**config.mk**
```make
export PLATFORM = sky130hd
export DESIGN_NAME = ysyx_24110026_decode_stage_flat
export DESIGN_NICKNAME = d
export VERILOG_FILES = /design/src/rtl/ysyx_24110026_decode_stage_if.sv /design/src/rtl/ysyx_24110026_decode_stage.sv /design/src/flat_wrapper.sv
export SDC_FILE = /design/constraint.sdc
export NUM_CORES = 1
export LEC_CHECK = 0
export BUFFER_PORTS_ARGS = -buffer_cell sky130_fd_sc_hd__clkbuf_2
export CAP_MARGIN = 10
export CELL_PAD_IN_SITES_DETAIL_PLACEMENT = 1
export CELL_PAD_IN_SITES_GLOBAL_PLACEMENT = 2
export CORE_ASPECT_RATIO = 1.4
export CORE_MARGIN = 4
export CORE_UTILIZATION = 36
export CTS_CLUSTER_DIAMETER = 40
export DETAILED_ROUTE_END_ITERATION = 8
export GPL_TIMING_DRIVEN = 1
export PLACE_DENSITY = 0.9
export SETUP_SLACK_MARGIN = 0.4
export SYNTH_ARGS = -nofsm -noshare
export SYNTH_HDL_FRONTEND = slang
export SYNTH_SLANG_ARGS = --single-unit
```
**constraint.sdc**
```tcl
create_clock -name clk -period 2.85 [get_ports clk]
set_input_delay 0.4275 -clock clk [delete_from_list [all_inputs] [get_ports clk]]
set_output_delay 0.4275 -clock clk [all_outputs]
set_load 0.005 [all_outputs]
```
**src/rtl/ysyx_24110026_decode_stage_if.sv**
```systemverilog
// ----------------------------------------------------------------------------
// ysyx_24110026_decode_stage_if
// Bus bundle of the decode stage: IFU offer (in_*), regfile read port
// (rs*_addr / rs*_data_in), redirect (flush), EXU bundle (out_*) and the
// ebreak_call strobe that the simulation wrapper turns into the ebreak() call.
//   slave  : decode-stage view
//   master : environment view (IFU + regfile + EXU)
// ----------------------------------------------------------------------------
interface ysyx_24110026_decode_stage_if #(
  parameter int ALU_W = 10
);
  logic             in_valid;
  logic             in_ready;
  logic [31:0]      in_pc;
  logic [31:0]      in_inst;
  logic [4:0]       rs1_addr;
  logic [4:0]       rs2_addr;
  logic [31:0]      rs1_data_in;
  logic [31:0]      rs2_data_in;
  logic             flush;
  logic             out_valid;
  logic             out_ready;
  logic [31:0]      out_pc;
  logic [31:0]      out_op1;
  logic [31:0]      out_op2;
  logic [31:0]      out_imm;
  logic [31:0]      out_rs2_data;
  logic [ALU_W-1:0] out_alu_op;
  logic [4:0]       out_rd_addr;
  logic             out_rd_wen;
  logic [2:0]       out_funct3;
  logic             out_is_load;
  logic             out_is_store;
  logic             out_is_branch;
  logic             out_is_jal;
  logic             out_is_jalr;
  logic             out_ebreak;
  logic             out_illegal;
  logic             ebreak_call;

  modport slave (
    input  in_valid, in_pc, in_inst, rs1_data_in, rs2_data_in, flush, out_ready,
    output in_ready, rs1_addr, rs2_addr, out_valid, out_pc, out_op1, out_op2,
           out_imm, out_rs2_data, out_alu_op, out_rd_addr, out_rd_wen, out_funct3,
           out_is_load, out_is_store, out_is_branch, out_is_jal, out_is_jalr,
           out_ebreak, out_illegal, ebreak_call
  );

  modport master (
    output in_valid, in_pc, in_inst, rs1_data_in, rs2_data_in, flush, out_ready,
    input  in_ready, rs1_addr, rs2_addr, out_valid, out_pc, out_op1, out_op2,
           out_imm, out_rs2_data, out_alu_op, out_rd_addr, out_rd_wen, out_funct3,
           out_is_load, out_is_store, out_is_branch, out_is_jal, out_is_jalr,
           out_ebreak, out_illegal, ebreak_call
  );
endinterface

```
**src/rtl/ysyx_24110026_decode_stage.sv**
```systemverilog
// ----------------------------------------------------------------------------
// ysyx_24110026_decode_stage
// RV32E/RV32I (+optional M) decode stage between IFU and EXU. Decodes the
// offered instruction, samples regfile operands on the accepting edge and
// holds the bundle in a two-slot (OUT + SKID) valid/ready buffer.
//   clk  : rising-edge clock
//   rst  : asynchronous active-low reset
//   bus  : ysyx_24110026_decode_stage_if.slave (handshakes, regfile, bundle)
// ----------------------------------------------------------------------------
module ysyx_24110026_decode_stage #(
  parameter int NR_REG = 16,
  parameter int M_EXT  = 0,
  parameter int ALU_W  = 10 + 8 * M_EXT
) (
  input logic                         clk,
  input logic                         rst,
  ysyx_24110026_decode_stage_if.slave bus
);
  localparam logic [6:0] OPC_OP    = 7'h33;
  localparam logic [6:0] OPC_IMM   = 7'h13;
  localparam logic [6:0] OPC_LOAD  = 7'h03;
  localparam logic [6:0] OPC_STORE = 7'h23;
  localparam logic [6:0] OPC_LUI   = 7'h37;
  localparam logic [6:0] OPC_AUIPC = 7'h17;
  localparam logic [6:0] OPC_JAL   = 7'h6F;
  localparam logic [6:0] OPC_JALR  = 7'h67;
  localparam logic [6:0] OPC_BR    = 7'h63;
  localparam logic [6:0] OPC_SYS   = 7'h73;

  typedef struct packed {
    logic [31:0]      pc;
    logic [31:0]      op1;
    logic [31:0]      op2;
    logic [31:0]      imm;
    logic [31:0]      rs2_data;
    logic [ALU_W-1:0] alu_op;
    logic [4:0]       rd_addr;
    logic             rd_wen;
    logic [2:0]       funct3;
    logic             is_load;
    logic             is_store;
    logic             is_branch;
    logic             is_jal;
    logic             is_jalr;
    logic             ebreak;
    logic             illegal;
  } bundle_t;

  // One-hot index of the funct3-selected base op (add/sll/slt/sltu/xor/srl/or/and).
  function automatic logic [4:0] base_alu_idx(input logic [2:0] f3);
    case (f3)
      3'd0:    return 5'd0;
      3'd1:    return 5'd6;
      3'd2:    return 5'd8;
      3'd3:    return 5'd9;
      3'd4:    return 5'd2;
      3'd5:    return 5'd5;
      3'd6:    return 5'd3;
      3'd7:    return 5'd4;
      default: return 5'd0;
    endcase
  endfunction

  // RV32E only has x0..x15, so bit 4 of an index marks it out of range.
  function automatic logic reg_bad(input logic [4:0] idx);
    return (NR_REG == 16) && idx[4];
  endfunction

  logic [31:0] inst_s;
  logic [6:0]  opc_s;
  logic [6:0]  f7_s;
  logic [2:0]  f3_s;
  logic [4:0]  rd_s;
  logic [4:0]  rs1_s;
  logic [4:0]  rs2_s;
  logic [31:0] imm_i_s, imm_s_s, imm_b_s, imm_u_s, imm_j_s;
  logic [17:0] alu_full_s;
  logic        ill_s, use_rs1_s, use_rs2_s, use_rd_s;
  bundle_t     dec_s;
  bundle_t     out_q, out_d, skid_q, skid_d;
  logic        out_valid_q, out_valid_d, skid_valid_q, skid_valid_d;
  logic        accept_s;

  assign inst_s  = bus.in_inst;
  assign opc_s   = inst_s[6:0];
  assign f7_s    = inst_s[31:25];
  assign f3_s    = inst_s[14:12];
  assign rd_s    = inst_s[11:7];
  assign rs1_s   = inst_s[19:15];
  assign rs2_s   = inst_s[24:20];
  assign imm_i_s = {{20{inst_s[31]}}, inst_s[31:20]};
  assign imm_s_s = {{20{inst_s[31]}}, inst_s[31:25], inst_s[11:7]};
  assign imm_b_s = {{20{inst_s[31]}}, inst_s[7], inst_s[30:25], inst_s[11:8], 1'b0};
  assign imm_u_s = {inst_s[31:12], 12'h000};
  assign imm_j_s = {{12{inst_s[31]}}, inst_s[19:12], inst_s[20], inst_s[30:21], 1'b0};

  assign bus.rs1_addr = rs1_s;
  assign bus.rs2_addr = rs2_s;

  // Decode the offered instruction into a bundle (operands, op, flags, legality).
  always_comb begin
    dec_s           = '0;
    alu_full_s      = 18'd0;
    ill_s           = 1'b0;
    use_rs1_s       = 1'b0;
    use_rs2_s       = 1'b0;
    use_rd_s        = 1'b0;
    dec_s.pc        = bus.in_pc;
    dec_s.rs2_data  = bus.rs2_data_in;
    dec_s.rd_addr   = rd_s;
    dec_s.funct3    = f3_s;
    dec_s.is_load   = (opc_s == OPC_LOAD);
    dec_s.is_store  = (opc_s == OPC_STORE);
    dec_s.is_branch = (opc_s == OPC_BR);
    dec_s.is_jal    = (opc_s == OPC_JAL);
    dec_s.is_jalr   = (opc_s == OPC_JALR);
    dec_s.ebreak    = (inst_s == 32'h0010_0073);
    case (opc_s)
      OPC_OP: begin
        use_rs1_s = 1'b1;
        use_rs2_s = 1'b1;
        use_rd_s  = 1'b1;
        dec_s.op1 = bus.rs1_data_in;
        dec_s.op2 = bus.rs2_data_in;
        case (f7_s)
          7'h00: alu_full_s[base_alu_idx(f3_s)] = 1'b1;
          7'h20: begin
            if (f3_s == 3'd0)      alu_full_s[1] = 1'b1;
            else if (f3_s == 3'd5) alu_full_s[7] = 1'b1;
            else                   ill_s = 1'b1;
          end
          7'h01: begin
            if (M_EXT == 1) alu_full_s[5'd10 + {2'b00, f3_s}] = 1'b1;
            else            ill_s = 1'b1;
          end
          default: ill_s = 1'b1;
        endcase
      end
      OPC_IMM: begin
        use_rs1_s = 1'b1;
        use_rd_s  = 1'b1;
        dec_s.op1 = bus.rs1_data_in;
        dec_s.imm = imm_i_s;
        if (f3_s == 3'd1 || f3_s == 3'd5) begin
          // Shift amount is the raw rs2 field; funct7 picks logical/arithmetic.
          dec_s.op2 = {27'd0, inst_s[24:20]};
          if (f7_s == 7'h00)                     alu_full_s[base_alu_idx(f3_s)] = 1'b1;
          else if (f7_s == 7'h20 && f3_s == 3'd5) alu_full_s[7] = 1'b1;
          else                                    ill_s = 1'b1;
        end else begin
          dec_s.op2 = imm_i_s;
          alu_full_s[base_alu_idx(f3_s)] = 1'b1;
        end
      end
      OPC_LOAD: begin
        use_rs1_s = 1'b1;
        use_rd_s  = 1'b1;
        dec_s.op1 = bus.rs1_data_in;
        dec_s.op2 = imm_i_s;
        dec_s.imm = imm_i_s;
        alu_full_s[0] = 1'b1;
        ill_s = (f3_s == 3'd3) || (f3_s[2:1] == 2'b11);
      end
      OPC_STORE: begin
        use_rs1_s = 1'b1;
        use_rs2_s = 1'b1;
        dec_s.op1 = bus.rs1_data_in;
        dec_s.op2 = imm_s_s;
        dec_s.imm = imm_s_s;
        alu_full_s[0] = 1'b1;
        ill_s = (f3_s > 3'd2);
      end
      OPC_LUI: begin
        use_rd_s  = 1'b1;
        dec_s.op2 = imm_u_s;
        dec_s.imm = imm_u_s;
        alu_full_s[0] = 1'b1;
      end
      OPC_AUIPC: begin
        use_rd_s  = 1'b1;
        dec_s.op1 = bus.in_pc;
        dec_s.op2 = imm_u_s;
        dec_s.imm = imm_u_s;
        alu_full_s[0] = 1'b1;
      end
      OPC_JAL: begin
        // ALU computes the link value pc+4; the target offset rides in imm.
        use_rd_s  = 1'b1;
        dec_s.op1 = bus.in_pc;
        dec_s.op2 = 32'd4;
        dec_s.imm = imm_j_s;
        alu_full_s[0] = 1'b1;
      end
      OPC_JALR: begin
        use_rs1_s = 1'b1;
        use_rd_s  = 1'b1;
        dec_s.op1 = bus.in_pc;
        dec_s.op2 = 32'd4;
        dec_s.imm = imm_i_s;
        alu_full_s[0] = 1'b1;
        ill_s = (f3_s != 3'd0);
      end
      OPC_BR: begin
        use_rs1_s = 1'b1;
        use_rs2_s = 1'b1;
        dec_s.op1 = bus.rs1_data_in;
        dec_s.op2 = bus.rs2_data_in;
        dec_s.imm = imm_b_s;
        case (f3_s)
          3'd0, 3'd1: alu_full_s[1] = 1'b1;
          3'd4, 3'd5: alu_full_s[8] = 1'b1;
          3'd6, 3'd7: alu_full_s[9] = 1'b1;
          default:    ill_s = 1'b1;
        endcase
      end
      OPC_SYS: ill_s = !dec_s.ebreak;
      default: ill_s = 1'b1;
    endcase
    dec_s.illegal = ill_s || (use_rs1_s && reg_bad(rs1_s)) ||
                    (use_rs2_s && reg_bad(rs2_s)) || (use_rd_s && reg_bad(rd_s));
    dec_s.alu_op  = dec_s.illegal ? '0 : alu_full_s[ALU_W-1:0];
    dec_s.rd_wen  = use_rd_s && (rd_s != 5'd0) && !dec_s.illegal;
  end

  // in_ready depends only on registered state (and reset), never on out_ready.
  assign bus.in_ready = rst && !skid_valid_q;
  assign accept_s     = bus.in_valid && bus.in_ready;

  // Two-slot buffer next state: flush wins, SKID refills OUT before new entries.
  always_comb begin
    out_d        = out_q;
    skid_d       = skid_q;
    out_valid_d  = out_valid_q;
    skid_valid_d = skid_valid_q;
    if (bus.flush) begin
      out_valid_d  = 1'b0;
      skid_valid_d = 1'b0;
    end else if (!out_valid_q || bus.out_ready) begin
      if (skid_valid_q) begin
        out_d        = skid_q;
        out_valid_d  = 1'b1;
        skid_valid_d = 1'b0;
      end else if (accept_s) begin
        out_d       = dec_s;
        out_valid_d = 1'b1;
      end else begin
        out_valid_d = 1'b0;
      end
    end else if (accept_s) begin
      skid_d       = dec_s;
      skid_valid_d = 1'b1;
    end else begin
      skid_valid_d = skid_valid_q;
    end
  end

  // Slot registers with asynchronous clear.
  always_ff @(posedge clk or negedge rst) begin
    if (!rst) begin
      out_q        <= '0;
      skid_q       <= '0;
      out_valid_q  <= 1'b0;
      skid_valid_q <= 1'b0;
    end else begin
      out_q        <= out_d;
      skid_q       <= skid_d;
      out_valid_q  <= out_valid_d;
      skid_valid_q <= skid_valid_d;
    end
  end

  assign bus.out_valid     = out_valid_q;
  assign bus.out_pc        = out_q.pc;
  assign bus.out_op1       = out_q.op1;
  assign bus.out_op2       = out_q.op2;
  assign bus.out_imm       = out_q.imm;
  assign bus.out_rs2_data  = out_q.rs2_data;
  assign bus.out_alu_op    = out_q.alu_op;
  assign bus.out_rd_addr   = out_q.rd_addr;
  assign bus.out_rd_wen    = out_q.rd_wen;
  assign bus.out_funct3    = out_q.funct3;
  assign bus.out_is_load   = out_q.is_load;
  assign bus.out_is_store  = out_q.is_store;
  assign bus.out_is_branch = out_q.is_branch;
  assign bus.out_is_jal    = out_q.is_jal;
  assign bus.out_is_jalr   = out_q.is_jalr;
  assign bus.out_ebreak    = out_q.ebreak;
  assign bus.out_illegal   = out_q.illegal;
  // Retirement strobe for ebreak(); a flushed entry never retires.
  assign bus.ebreak_call   = out_valid_q && bus.out_ready && out_q.ebreak && !bus.flush;
endmodule

```
**src/flat_wrapper.sv**
```systemverilog
// flat-port wrapper written by rule: the top's interface ports become plain ports
module ysyx_24110026_decode_stage_flat 
#(
  parameter int NR_REG = 16,
  parameter int M_EXT  = 0,
  parameter int ALU_W  = 10 + 8 * M_EXT
)
  (clk, rst, bus_in_valid, bus_in_pc, bus_in_inst, bus_rs1_data_in, bus_rs2_data_in, bus_flush, bus_out_ready, bus_in_ready, bus_rs1_addr, bus_rs2_addr, bus_out_valid, bus_out_pc, bus_out_op1, bus_out_op2, bus_out_imm, bus_out_rs2_data, bus_out_alu_op, bus_out_rd_addr, bus_out_rd_wen, bus_out_funct3, bus_out_is_load, bus_out_is_store, bus_out_is_branch, bus_out_is_jal, bus_out_is_jalr, bus_out_ebreak, bus_out_illegal, bus_ebreak_call);
  ysyx_24110026_decode_stage_if #(.ALU_W(ALU_W)) bus_i ();
  input logic clk;
  input logic rst;
  input wire logic [$bits(bus_i.in_valid)-1:0] bus_in_valid;
  input wire logic [$bits(bus_i.in_pc)-1:0] bus_in_pc;
  input wire logic [$bits(bus_i.in_inst)-1:0] bus_in_inst;
  input wire logic [$bits(bus_i.rs1_data_in)-1:0] bus_rs1_data_in;
  input wire logic [$bits(bus_i.rs2_data_in)-1:0] bus_rs2_data_in;
  input wire logic [$bits(bus_i.flush)-1:0] bus_flush;
  input wire logic [$bits(bus_i.out_ready)-1:0] bus_out_ready;
  output wire logic [$bits(bus_i.in_ready)-1:0] bus_in_ready;
  output wire logic [$bits(bus_i.rs1_addr)-1:0] bus_rs1_addr;
  output wire logic [$bits(bus_i.rs2_addr)-1:0] bus_rs2_addr;
  output wire logic [$bits(bus_i.out_valid)-1:0] bus_out_valid;
  output wire logic [$bits(bus_i.out_pc)-1:0] bus_out_pc;
  output wire logic [$bits(bus_i.out_op1)-1:0] bus_out_op1;
  output wire logic [$bits(bus_i.out_op2)-1:0] bus_out_op2;
  output wire logic [$bits(bus_i.out_imm)-1:0] bus_out_imm;
  output wire logic [$bits(bus_i.out_rs2_data)-1:0] bus_out_rs2_data;
  output wire logic [$bits(bus_i.out_alu_op)-1:0] bus_out_alu_op;
  output wire logic [$bits(bus_i.out_rd_addr)-1:0] bus_out_rd_addr;
  output wire logic [$bits(bus_i.out_rd_wen)-1:0] bus_out_rd_wen;
  output wire logic [$bits(bus_i.out_funct3)-1:0] bus_out_funct3;
  output wire logic [$bits(bus_i.out_is_load)-1:0] bus_out_is_load;
  output wire logic [$bits(bus_i.out_is_store)-1:0] bus_out_is_store;
  output wire logic [$bits(bus_i.out_is_branch)-1:0] bus_out_is_branch;
  output wire logic [$bits(bus_i.out_is_jal)-1:0] bus_out_is_jal;
  output wire logic [$bits(bus_i.out_is_jalr)-1:0] bus_out_is_jalr;
  output wire logic [$bits(bus_i.out_ebreak)-1:0] bus_out_ebreak;
  output wire logic [$bits(bus_i.out_illegal)-1:0] bus_out_illegal;
  output wire logic [$bits(bus_i.ebreak_call)-1:0] bus_ebreak_call;
  assign bus_i.in_valid = bus_in_valid;
  assign bus_i.in_pc = bus_in_pc;
  assign bus_i.in_inst = bus_in_inst;
  assign bus_i.rs1_data_in = bus_rs1_data_in;
  assign bus_i.rs2_data_in = bus_rs2_data_in;
  assign bus_i.flush = bus_flush;
  assign bus_i.out_ready = bus_out_ready;
  assign bus_in_ready = bus_i.in_ready;
  assign bus_rs1_addr = bus_i.rs1_addr;
  assign bus_rs2_addr = bus_i.rs2_addr;
  assign bus_out_valid = bus_i.out_valid;
  assign bus_out_pc = bus_i.out_pc;
  assign bus_out_op1 = bus_i.out_op1;
  assign bus_out_op2 = bus_i.out_op2;
  assign bus_out_imm = bus_i.out_imm;
  assign bus_out_rs2_data = bus_i.out_rs2_data;
  assign bus_out_alu_op = bus_i.out_alu_op;
  assign bus_out_rd_addr = bus_i.out_rd_addr;
  assign bus_out_rd_wen = bus_i.out_rd_wen;
  assign bus_out_funct3 = bus_i.out_funct3;
  assign bus_out_is_load = bus_i.out_is_load;
  assign bus_out_is_store = bus_i.out_is_store;
  assign bus_out_is_branch = bus_i.out_is_branch;
  assign bus_out_is_jal = bus_i.out_is_jal;
  assign bus_out_is_jalr = bus_i.out_is_jalr;
  assign bus_out_ebreak = bus_i.out_ebreak;
  assign bus_out_illegal = bus_i.out_illegal;
  assign bus_ebreak_call = bus_i.ebreak_call;
  ysyx_24110026_decode_stage #(.NR_REG(NR_REG), .M_EXT(M_EXT), .ALU_W(ALU_W)) u_core (.clk(clk), .rst(rst), .bus(bus_i));
endmodule
```
==> results.py <==
metrics = {
    "worst_setup_path": {
        "crit_fanout": 35,
        "criticalPathCategory": "in -> out",
        "critPathSlowestCell": "dlygate4sd3_1",
        "r2r-end": "u_core.bus.out_op1[0]$_DFFE_PN0P_",
        "cp.depth": 4,
        "r2r_slack_ns": 0.58,
        "crit_required_ns": 2.42,
        "reg2reg_from": "u_core.skid_valid_q$_DFFE_PN0P_",
        "slowest_delay_ns": 0.63,
        "crit_arrival_ns": 1.90,
        "r2r_cells": 5,
        "crit_family": "buffers and inverters",
        "critPathBufInv": 3,
        "critPathCaptureType": "output port",
        "crit_chain": "dlygate4sd3_1, buf_12, nor2b_1, clkbuf_2",
        "critPathLaunchType": "input pin",
    },
    "logic_synthesis": {
        "ys.flop_type": "dfrtp_1",
        "synth_adder_area_share_pct": 0.293,
        "synth_area_leaders": "dfrtp_1 (55%), nand2_1 (12%), o21ai_0 (8.2%)",
        "synth.distinct_cells": 65,
        "synth_top_area_share_pct": 54.7,
        "synth_xor_area_share_pct": 0.0512,
        "yosysTopAreaCell": "dfrtp_1",
        "synth_edf_count": 0,
        "synth-seq-cells": 374,
        "synth_nets": 1997,
        "synth_top_family_by_area": "compound AO/OA/AOI/OAI gates",
        "synth_seq_area_share_pct": 54.7,
        "syn_inst": 1860,
        "synth_compound_area_share_pct": 18.3,
        "ys_warn_count": 0,
        "synth-simple-area-share_pct": 17.7,
        "netlist_area_mm2": 0.0171,
        "muxShareOfSynthArea_pct": 4.80,
        "syn_avg_cell_area_um2": 9.20,
        "async_flop_share_pct": 100,
    },
    "clocking": {
        "cts_root_buffer": "clkbuf_16",
        "clk_pin_slew_ns": 0.06,
        "post-cts-setup-buffers": 0,
        "clock_sinks": 374,
        "clk_latency_ns": 0.58,
        "cts_tree": "yes",
        "cts_made_buffers": 49,
        "clockBufferDepth": 3,
        "htree_levels": 2,
    },
    "sta": {
        "hold_viol_final": 0,
        "rsz0062_at_grt": "no",
        "fmax_mhz": 429,
        "period_share_pct": 81.8,
        "setup_viol": 0,
        "period_needed_ns": 2.33,
        "slew_violations": 0,
        "fin_worst_skew_ns": 0.0216,
        "fin_tns_setup_ns": 0,
        "worstMarginPinSlew_ns": 1.03,
        "max_slew_margin_pct": 31.6,
        "whs_ns": 0.0905,
    },
    "floorplanning": {
        "rows": 94,
        "start_util_pct": 36.4,
        "die_w_um": 192,
        "io_pins": 332,
        "floorplan.die_area_mm2": 0.0511,
        "fp.dieH_um": 266,
        "core_area_mm2": 0.0470,
    },
    "grt": {
        "grt_pass1_wl_mm": 98.5,
        "grt_pass1_vias": 16361,
        "antenna_found_initial": 2,
        "grt_overflow": 0,
        "grt_max_degree": 170,
        "grt_use_total_pct": 24.6,
    },
    "min_path": {
        "hp-start": "bus_in_pc[30]",
        "hp-class": "in -> reg",
        "holdPathEnd": "u_core.skid_q[184]$_DFFE_PN0P_",
        "hold_depth": 3,
    },
    "detailed_routing": {
        "first_pass_iters": 5,
        "num_vias": 15064,
        "first_iter_violations": 732,
        "routed_wl_mm": 63.7,
        "drt-wirelength-per-cell_um": 22.5,
        "drc": 0,
        "vias_per_cell": 5.31,
        "antenna_left": 0,
    },
    "cells_and_area": {
        "syn_to_final_growth_pct": 26.6,
        "diodes": 0,
        "final_nets": 2308,
        "fin_area_mm2": 0.0217,
        "drive_above_1_share_pct": 24.0,
    },
    "pwr": {
        "p_per_area_mw_per_mm2": 675,
        "ir_drop_mv": 0.449,
        "power_mw": 14.6,
        "power_leakage_nw": 10.4,
    },
    "place": {
        "port-buffer-count": 331,
        "dpl_cell_area_mm2": 0.0198,
        "gp_congestion": 0.922,
        "dp.final_hpwl_mm": 44.6,
    },
    "flow_run": {
        "maxCapViolations": 0,
    },
    "status": {
        "status": "complete, no violations",
    },
}
cells by family after synthesis:
kind of cell / after synthesis
AOI/OAI and AO/OA: 512
xor gates and xnor gates: 1
adders and majority gates: 4
buffers and inverters: 172
DFF: 374
muxes: 82
and+or+nand+nor: 715
cell usage after synthesis, drive strengths merged (6+ instances only):
| master | number |
|---|---|
| o211ai | 9 |
| and2 | 40 |
| buf | 28 |
| dfrtp | 374 |
| o21ai | 290 |
| o31ai | 11 |
| nand2b | 6 |
| nor2 | 47 |
| and3 | 9 |
| a221o | 19 |
| o22ai | 6 |
| clkbuf | 124 |
| mux2i | 81 |
| o21a | 9 |
| a22oi | 54 |
| a21o | 16 |
| inv | 20 |
| nor3 | 15 |
| a221oi | 15 |
| a211oi | 10 |
| nand3 | 12 |
| nand2 | 551 |
| a21oi | 45 |
| o41ai | 7 |
sequential cells by signal (all words and copies together), names as in the netlist, 3 cells and up:
signal / cells
u_core.bus.out_op1: 32
u_core.bus.out_alu_op: 10
u_core.bus.out_rs2_data: 32
u_core.bus.out_pc: 32
u_core.bus.out_imm: 32
u_core.bus.out_funct3: 3
u_core.bus.out_op2: 32
u_core.bus.out_rd_addr: 5
u_core.skid_q: 186
placed cells by master, fill, tap and decap left out, drive strengths merged, types with 7 or more instances in the layout:
master	synthesis	layout
a221oi	15	15
a221o	19	19
a21oi	45	45
o31ai	11	11
nand3	12	12
a21o	16	16
nand2	551	551
o21ai	290	290
clkinv	0	9
inv	20	27
nor3	15	15
o41ai	7	7
buf	28	81
dfrtp	374	374
a211oi	10	10
o211ai	9	9
and2	40	40
clkbuf	124	390
and3	9	9
nor2	47	47
o21a	9	9
mux2i	81	81
a22oi	54	54
bufinv	0	10
power by group:
| group | internal, mW | switching, mW | total [mW] |
|---|---|---|---|
| logic | 0.612 | 0.948 | 1.56 |
| clock network | 4.38 | 2.59 | 6.97 |
| registers | 5.82 | 0.284 | 6.10 |
| total | 10.8 | 3.82 | 14.6 |
worst max-delay path by stage:
stage / to / start
2_1_floorplan: u_core.bus.out_alu_op[6]$_DFFE_PN0P_ / bus_in_inst[13]
6_report: bus_in_ready / rst
3_5_place_dp: u_core.skid_q[22]$_DFFE_PN0P_ / bus_in_inst[12]
4_1_cts: u_core.bus.out_op1[0]$_DFFE_PN0P_ / rst
5_1_grt: bus_in_ready / rst
3_3_place_gp: u_core.skid_q[18]$_DFFE_PN0P_ / bus_in_inst[12]
per-layer routing:
metal / GRT usage [%] / up-vias / share of wire [%]
met3: 4.51 / 124 / 5.2
met4: 10.3 / 2 / 4.5
li1: - / 7021 / -
met2: 43.4 / 376 / 51
met5: 0 / - / 0.017
met1: 29.3 / 7541 / 39
what timing repair did:
item | CTS | global route
endpoints found under the hold margin | 30 | 0
setup endpoints to repair | 0 | 50
resized for setup | 0 | 7
hold buffers | 1 | 0
metrics by stage:
| step | util [%] | instances | setup WS [ns] |
|---|---|---|---|
| after global placement | 42.0 | 2743 | 0.135 |
| final | 46.1 | 2836 | 0.518 |
| after CTS | 46.0 | 2836 | 0.410 |
| after floorplan | - | 1860 | 0.411 |
| after detailed placement | 42.0 | 2743 | -0.118 |
| after global routing | 46.1 | 2836 | 0.430 |
final cells by class:
type | instances | area [um2]
Inverter | 20 | 76.3
Fill cell | 5473 | 25400
Clock buffer | 60 | 1370
Clock inverter | 32 | 489
Multi-Input combinational cell | 1314 | 7150
Timing Repair Buffer | 412 | 2440
Tap cell | 624 | 781
Sequential cell | 374 | 9360
tightest hold or removal path: stages:
cell,delay (ns)
clkbuf_2,0.10
nand2_1,0.05
nand2_1,0.05
No activity file was read; power rests on OpenSTA's default activity.
